==> config.mk <==
export PLATFORM = sky130hd
export DESIGN_NAME = timer_count_dp_flat
export DESIGN_NICKNAME = d
export VERILOG_FILES = /design/src/rtl/timer_count_dp_if.sv /design/src/rtl/timer_count_dp.sv /design/src/flat_wrapper.sv
export SDC_FILE = /design/constraint.sdc
export NUM_CORES = 1
export LEC_CHECK = 0
export ABC_AREA = 1
export BUFFER_PORTS_ARGS = -buffer_cell sky130_fd_sc_hd__buf_2
export CAP_MARGIN = 20
export CORE_MARGIN = 1.5
export CORE_UTILIZATION = 53
export CTS_BUF_LIST = sky130_fd_sc_hd__clkbuf_4
export DETAILED_ROUTE_END_ITERATION = 8
export PLACE_DENSITY = 0.79
export SYNTH_ARGS = -nofsm -noshare
export SYNTH_HDL_FRONTEND = slang
export SYNTH_SLANG_ARGS = --single-unit
export TNS_END_PERCENT = 5
==> constraint.sdc <==
create_clock -name clk -period 3.5 [get_ports clk]
set_clock_uncertainty 0.15 [all_clocks]
set_input_delay 0.175 -clock clk [delete_from_list [all_inputs] [get_ports clk]]
set_output_delay 0.175 -clock clk [all_outputs]
set_load 0.01 [all_outputs]
==> src/rtl/timer_count_dp_if.sv <==
// timer_count_dp_if
// Groups the control strobes, the setting input and the status/display
// outputs of the timer-set datapath.
//   master : controller side (drives tick, din, La, Lb, Lr, Er, Ea, Kc, s;
//            observes k7, a_min, b_sec, r_cnt, r_zero, done, disp_*)
//   slave  : datapath side (timer_count_dp)
interface timer_count_dp_if;
    logic        tick;
    logic [5:0]  din;
    logic        La;
    logic        Lb;
    logic        Lr;
    logic        Er;
    logic        Ea;
    logic        Kc;
    logic [1:0]  s;
    logic        k7;
    logic [5:0]  a_min;
    logic [5:0]  b_sec;
    logic [11:0] r_cnt;
    logic        r_zero;
    logic        done;
    logic [5:0]  disp_min;
    logic [5:0]  disp_sec;

    modport master (
        output tick, din, La, Lb, Lr, Er, Ea, Kc, s,
        input  k7, a_min, b_sec, r_cnt, r_zero, done, disp_min, disp_sec
    );

    modport slave (
        input  tick, din, La, Lb, Lr, Er, Ea, Kc, s,
        output k7, a_min, b_sec, r_cnt, r_zero, done, disp_min, disp_sec
    );
endinterface

==> src/rtl/timer_count_dp.sv <==
// timer_count_dp
// Countdown-timer datapath: setting registers A (minutes) and B (seconds),
// remaining-seconds register R, 3-bit saturating tick counter K and a
// registered expiry pulse.
//   clk  : single clock, rising edge
//   rst  : asynchronous active-high reset
//   bus  : timer_count_dp_if.slave
//          tick     1 Hz one-cycle strobe
//          din      setting value, saturated to 59 on load
//          La/Lb    load A/B from din
//          Lr       load R <= A*60+B (priority over decrement)
//          Er       enable countdown (paused while s[0]=1)
//          Ea       display select: 1 -> R as min/sec, 0 -> A/B
//          Kc       clear K
//          k7       K==7
//          a_min, b_sec, r_cnt, r_zero, done, disp_min, disp_sec
module timer_count_dp (
    input  logic             clk,
    input  logic             rst,
    timer_count_dp_if.slave  bus
);

    logic [5:0]  a_q;
    logic [5:0]  b_q;
    logic [11:0] r_q;
    logic [2:0]  k_q;
    logic        done_q;

    logic [5:0]  din_sat;
    logic [11:0] r_load;
    logic        dec_en;
    logic [11:0] r_div;
    logic [11:0] r_mod;

    assign din_sat = (bus.din > 6'd59) ? 6'd59 : bus.din;
    assign r_load  = ({6'd0, a_q} * 12'd60) + {6'd0, b_q};
    assign dec_en  = bus.Er && !bus.s[0] && bus.tick && !bus.Lr && (r_q != '0);

    always_ff @(posedge clk or posedge rst) begin
        if (rst) begin
            a_q    <= '0;
            b_q    <= '0;
            r_q    <= '0;
            k_q    <= '0;
            done_q <= 1'b0;
        end else begin
            if (bus.La) a_q <= din_sat;
            if (bus.Lb) b_q <= din_sat;

            // r_load uses the A/B values held before this edge.
            if (bus.Lr)
                r_q <= r_load;
            else if (dec_en)
                r_q <= r_q - 12'd1;

            // Only a decrement from 1 marks expiry; loading 0 does not.
            done_q <= dec_en && (r_q == 12'd1);

            if (bus.Kc)
                k_q <= '0;
            else if (bus.tick && (k_q != 3'd7))
                k_q <= k_q + 3'd1;
        end
    end

    assign r_div = r_q / 12'd60;
    assign r_mod = r_q % 12'd60;

    always_comb begin
        bus.disp_min = a_q;
        bus.disp_sec = b_q;
        if (bus.Ea) begin
            bus.disp_min = r_div[5:0];
            bus.disp_sec = r_mod[5:0];
        end
    end

    assign bus.a_min  = a_q;
    assign bus.b_sec  = b_q;
    assign bus.r_cnt  = r_q;
    assign bus.r_zero = (r_q == '0);
    assign bus.done   = done_q;
    assign bus.k7     = (k_q == 3'd7);

    // R <= 3599, so quotient and remainder both fit in 6 bits; s[1] has no function.
    logic unused;
    assign unused = &{1'b0, r_div[11:6], r_mod[11:6], bus.s[1]};

endmodule

==> src/flat_wrapper.sv <==
// flat-port wrapper written by rule: the top's interface ports become plain ports
module timer_count_dp_flat 
  (clk, rst, bus_tick, bus_din, bus_La, bus_Lb, bus_Lr, bus_Er, bus_Ea, bus_Kc, bus_s, bus_k7, bus_a_min, bus_b_sec, bus_r_cnt, bus_r_zero, bus_done, bus_disp_min, bus_disp_sec);
  timer_count_dp_if bus_i ();
  input  logic clk;
  input  logic rst;
  input wire logic [$bits(bus_i.tick)-1:0] bus_tick;
  input wire logic [$bits(bus_i.din)-1:0] bus_din;
  input wire logic [$bits(bus_i.La)-1:0] bus_La;
  input wire logic [$bits(bus_i.Lb)-1:0] bus_Lb;
  input wire logic [$bits(bus_i.Lr)-1:0] bus_Lr;
  input wire logic [$bits(bus_i.Er)-1:0] bus_Er;
  input wire logic [$bits(bus_i.Ea)-1:0] bus_Ea;
  input wire logic [$bits(bus_i.Kc)-1:0] bus_Kc;
  input wire logic [$bits(bus_i.s)-1:0] bus_s;
  output wire logic [$bits(bus_i.k7)-1:0] bus_k7;
  output wire logic [$bits(bus_i.a_min)-1:0] bus_a_min;
  output wire logic [$bits(bus_i.b_sec)-1:0] bus_b_sec;
  output wire logic [$bits(bus_i.r_cnt)-1:0] bus_r_cnt;
  output wire logic [$bits(bus_i.r_zero)-1:0] bus_r_zero;
  output wire logic [$bits(bus_i.done)-1:0] bus_done;
  output wire logic [$bits(bus_i.disp_min)-1:0] bus_disp_min;
  output wire logic [$bits(bus_i.disp_sec)-1:0] bus_disp_sec;
  assign bus_i.tick = bus_tick;
  assign bus_i.din = bus_din;
  assign bus_i.La = bus_La;
  assign bus_i.Lb = bus_Lb;
  assign bus_i.Lr = bus_Lr;
  assign bus_i.Er = bus_Er;
  assign bus_i.Ea = bus_Ea;
  assign bus_i.Kc = bus_Kc;
  assign bus_i.s = bus_s;
  assign bus_k7 = bus_i.k7;
  assign bus_a_min = bus_i.a_min;
  assign bus_b_sec = bus_i.b_sec;
  assign bus_r_cnt = bus_i.r_cnt;
  assign bus_r_zero = bus_i.r_zero;
  assign bus_done = bus_i.done;
  assign bus_disp_min = bus_i.disp_min;
  assign bus_disp_sec = bus_i.disp_sec;
  timer_count_dp u_core (.clk(clk), .rst(rst), .bus(bus_i));
endmodule
# Word-level counts from Yosys, hierarchy flattened
# Cells that the tools add are included.
# classes
n_addsub	3
multipliers	1
n_div	2
n_lt_le_gt_ge	1
eq_ne	3
mux	7
n_reduce_logical	12
# ops
cell	count
$mux W12	2
$mux W6	3
$add A12 B6 Y12	1
$div A12 B6 Y12 const B	1
$eq A12 B1 Y1 const B	1
$logic_not A12 Y1	1
$mod A12 B6 Y12 const B	1
$reduce_bool A12 Y1	1
$sub A12 B1 Y12 const B	1
$mul A6 B4 Y10 const B	1
$gt A6 B6 Y1 const B	1
$logic_and A1 B1 Y1	6
$mux W3	2
$reduce_bool A2 Y1	2
$add A3 B1 Y3 const B	1
$eq A3 B3 Y1 const B	1
$ne A3 B3 Y1 const B	1
$logic_not A1 Y1	2
# totals
ff_bits	28
out_inout_bits	39
elab_cells	34

# Depth between registers and ports, before layout
# logic_depth
depth_word	7
mapped_depth	32
ltp_nobuf	31

# Worst setup path after synthesis
# Ideal clock, no wire load.
# synth_timing
kind	register to register
start	register u_core.a_q[2], in the netlist u_core.bus.a_min[2]
end	register u_core.r_q[11], in the netlist u_core.bus.r_cnt[11]
setup_ns	0.124
arrival_ns	3.200
required_time_ns	3.226
slack_ns	0.027
path_stages_with_launch	17
path_buffers	0
synth_period_minus_slack_ns	3.473
path_cell_list	dfrtp_1 fa_1 inv_1 fa_1 fa_1 inv_1 ha_1 inv_1 nor2_1 o21ai_0 nor2_1 inv_1 nor2_1 nand3_1 xor2_1 nand2_1 a21oi_1
# synth_between
elab_chain_cells	3
# synth_lines
element	line_no	text
start: declaration	timer_count_dp.sv:23	logic [5:0] a_q;
start signal: assignment	timer_count_dp.sv:47	if (bus.La) a_q <= din_sat;
$mul A6 B4 Y10	timer_count_dp.sv:36	assign r_load = ({6'd0, a_q} * 12'd60) + {6'd0, b_q};
$add A12 B6 Y12	timer_count_dp.sv:36	
$mux W12	timer_count_dp.sv:51	if (bus.Lr)
end signal: assignment	timer_count_dp.sv:52	r_q <= r_load;
end signal: assignment	timer_count_dp.sv:54	r_q <= r_q - 12'd1;
end: declaration	timer_count_dp.sv:25	logic [11:0] r_q;
# Every way passes these cells.
# A chain may end at the register's enable or synchronous reset.

# Worst setup path in the final report
# layout_timing
start	register u_core.r_q[9], in the netlist u_core.bus.r_cnt[9]
end	output bus_disp_sec[5]
# layout_between
elab_chain_cells	2
# layout_lines
element	line_no	text
$mod A12 B6 Y12	timer_count_dp.sv:67	assign r_mod = r_q % 12'd60;
$mux W6	timer_count_dp.sv:72	if (bus.Ea) begin
end: declaration	flat_wrapper.sv:23	output wire logic [$bits(bus_i.disp_sec)-1:0] bus_disp_sec;
# Every way passes these cells.

==> run_results.csv <==
group,metric,value,unit
cts,tritoncts,"built",
timing,maxSlewViolCount,0,
setup_path,slowest_delay,490,ps
timing,fin_crit_sh,109,%
final_layout,areaGrowthSynthToFinish,26.4,%
global_routing,grt_max_degree,22,
timing,layout_setup_ws,-307,ps
run_status,status,"complete, but fails checks",
setup_path,cpMaxStageDelayCell,"dfrtp_2",
routing,viasPerCell,5.29,
synth,synth_enable_flop_cells,0,
routing,drc,0,
die,start_util,55.6,%
global_routing,grt_usage,25.6,%
synth,synth_nets,489,
final_layout,layout-drive-gt1-share,30.1,%
power_and_ir_drop,p_leak,2.06,nW
global_routing,grt_pass1_wl,13.2,mm
setup_path,crit_family,"simple AND/OR/NAND/NOR gates",
synth,yosys.area.top_type_share,22.8,%
global_routing,antenna_found_initial,0,
cts,htreeDepth,1,
timing,worst_pin_slew,578,ps
die,row_count,27,
power_and_ir_drop,power_density,940,nW/um2
synth,mappedNetlistArea,3080,um2
synth,synth_top_area_cell,"dfrtp_1",
run_status,violations,"setup timing",
place,place_congestion,0.885,
setup_path,cp-end-kind,"output pin",
final_layout,post-route-util,70.2,%
cts,clk_pin_slew,160,ps
die,die_y,79.2,um
global_routing,grt-ovfl-total,0,
final_layout,final_cells,597,
timing,final-hold-violation-count,0,
cts,root_buffer,"clkbuf_4",
place,portBuffers,54,
timing,rsz0062_at_grt,"yes",
die,core_area,5540,um2
timing,period_needed,3810,ps
final_layout,diodes,0,
setup_path,critical_path_class,"reg -> out",
die,fp.dieW,79.2,um
place,dp_cells,569,
place,post-place-ws,-70.7,ps
setup_path,setup.worst_path.start_class,"flip-flop",
setup_path,arrival,3480,ps
synth,synth_cell_types,37,
timing,relSlewSlack,61.4,%
routing,avgRoutedWirePerCell,13.3,um
synth,synth_ff_type,"dfrtp_1",
setup_path,cp_num_buf_inv,2,
routing,drtIter0Drc,219,
synth,synth-warning-count,0,
synth,avgSynthCellArea,7.00,um2
die,dieArea,6270,um2
cts,numCtsBuffers,3,
routing,num_vias,3157,
cts,cts_sinks,28,
routing,drtAntennaViolNets,0,
setup_path,required,3170,ps
timing,finalSetupTns,-1430,ps
synth,synth-seq-area-share,22.8,%
routing,dr.pass1.iters,4,
job,max_cap_violations,0,
final_layout,final_nets,575,
global_routing,grt_pass1_vias,3058,
routing,finalWirelength,7.96,mm
place,hpwl,5.73,mm
synth,ys_ff_latch,28,
synth,async_reset_ff_share,100,%
timing,setup_viol,7,
timing,max_freq,263,MHz
synth,netlist_top_cells_area,"dfrtp_1 23%, nand2_1 12%, ha_1 8.9%",
setup_path,crit_top_cell,"nand2_2",
min_path,min_path_type,"in -> reg",
power_and_ir_drop,ir_drop,0.000576,V
setup_path,cp_max_fo,6,
cts,insertion_delay,330,ps
cts,cts.path.max_buffers,2,
die,io_pins,56,
synth,syn_inst,440,
-- synthesized netlist by cell type, drive strengths merged (8+ instances only) --
master and instances:
nand3 25, nand4 8, fa 10, xor2 12, a21oi 18, o21ai 50
dfrtp 28, nor2 38, inv 75, ha 22, nand2 115
-- sequential cells by signal, indices dropped and copies added (netlist names) --
name / count
u_core.k_q: 3
u_core.bus.done: 1
u_core.bus.b_sec: 6
u_core.bus.r_cnt: 12
u_core.bus.a_min: 6
-- final cells by class --
cell class | instances | area (um2)
inverters | 75 | 284
flip-flops and latches | 28 | 706
multi-input cells | 327 | 2160
well taps | 72 | 90.1
clock inverters | 1 | 30.0
repair buffers | 91 | 596
fillers | 466 | 1650
clock buffers | 3 | 22.5
-- layer usage --
layer | GRT usage (%) | up-vias | part of all wire [%]
met1 | 32.5 | 1473 | 42
li1 | - | 1591 | -
met2 | 45.3 | 81 | 52
met4 | 8.60 | 0 | 1.2
met5 | 0 | - | 0
met3 | 2.30 | 12 | 4.0
-- worst register-to-register path, stage by stage, from the launching register on --
cell and delay (ps):
dfrtp_1 430, fa_1 560, inv_1 50, fa_1 470, fa_1 490, inv_1 40, ha_1 260, inv_1 50
nor2_1 160, o21ai_2 80, nor2_1 90, inv_1 80, nor2_2 140, nand3_1 130, xor2_1 180, nand2_1 70
a21oi_1 130
-- repair_timing --
action / CTS / global route
pin swaps: 7 / 18
hold buffers: 11 / 0
resized for setup: 17 / 28
setup endpoints to repair: 8 / 10
hold endpoints to repair: 25 / 0
setup buffers: 6 / 7
-- cell families after synthesis --
| family | count (synthesis) | synth area share [%] |
|---|---|---|
| XOR/XNOR | 16 | 4.55 |
| AO/OA/AOI/OAI | 85 | 16.3 |
| AND/OR/NAND/NOR | 194 | 30.1 |
| adder cells (fa/ha/maj) | 32 | 15.4 |
| buffers and inverters | 85 | 10.8 |
| flip-flops | 28 | 22.8 |
-- cells in the final DEF (no fill, tap or decap), types with 8 or more instances in the layout --
cell type,instances
nand2_1,86
a21oi_1,17
buf_2,54
nand3_2,8
nand3_1,16
inv_2,9
dlygate4sd3_1,11
dfrtp_1,24
ha_1,22
o21ai_0,39
nor2_1,27
fa_1,10
xor2_1,12
buf_4,25
nand2_2,22
inv_1,65
-- report_power, final --
| part | total, mW | internal, mW | switching, mW |
|---|---|---|---|
| Sequential | 0.503 | 0.388 | 0.115 |
| Combinational | 2.94 | 1.12 | 1.81 |
| Clock | 0.218 | 0.116 | 0.102 |
| Total | 3.66 | 1.63 | 2.03 |
-- worst paths after layout --
path,from,endpoint,slack [ps],depth (start not counted)
worst min-delay path,bus_din[0],u_core.bus.a_min[0],10,5
worst max register to register,u_core.bus.a_min[0],u_core.bus.r_cnt[11],-120,16
min in group asynchronous,rst,u_core.bus.a_min[2],260,3
worst max-delay path,u_core.bus.r_cnt[9],bus_disp_sec[5],-310,26
max in group asynchronous,rst,u_core.bus.r_cnt[9],2450,4
worst min register to register,u_core.k_q[2],u_core.k_q[2],420,2
-- stage by stage --
stage / area (um2) / hold slack, ps / power (mW)
3_3_place_gp: 3480 / 200 / 2.93
6_report: 3890 / 12.1 / 3.66
4_1_cts: 3750 / 2.70 / 3.38
3_5_place_dp: 3500 / 105 / 3.02
2_1_floorplan: 3080 / 90.4 / 2.45
5_1_grt: 3890 / 32.1 / 4.03
Note: power is estimated with default switching activity, not from simulation.
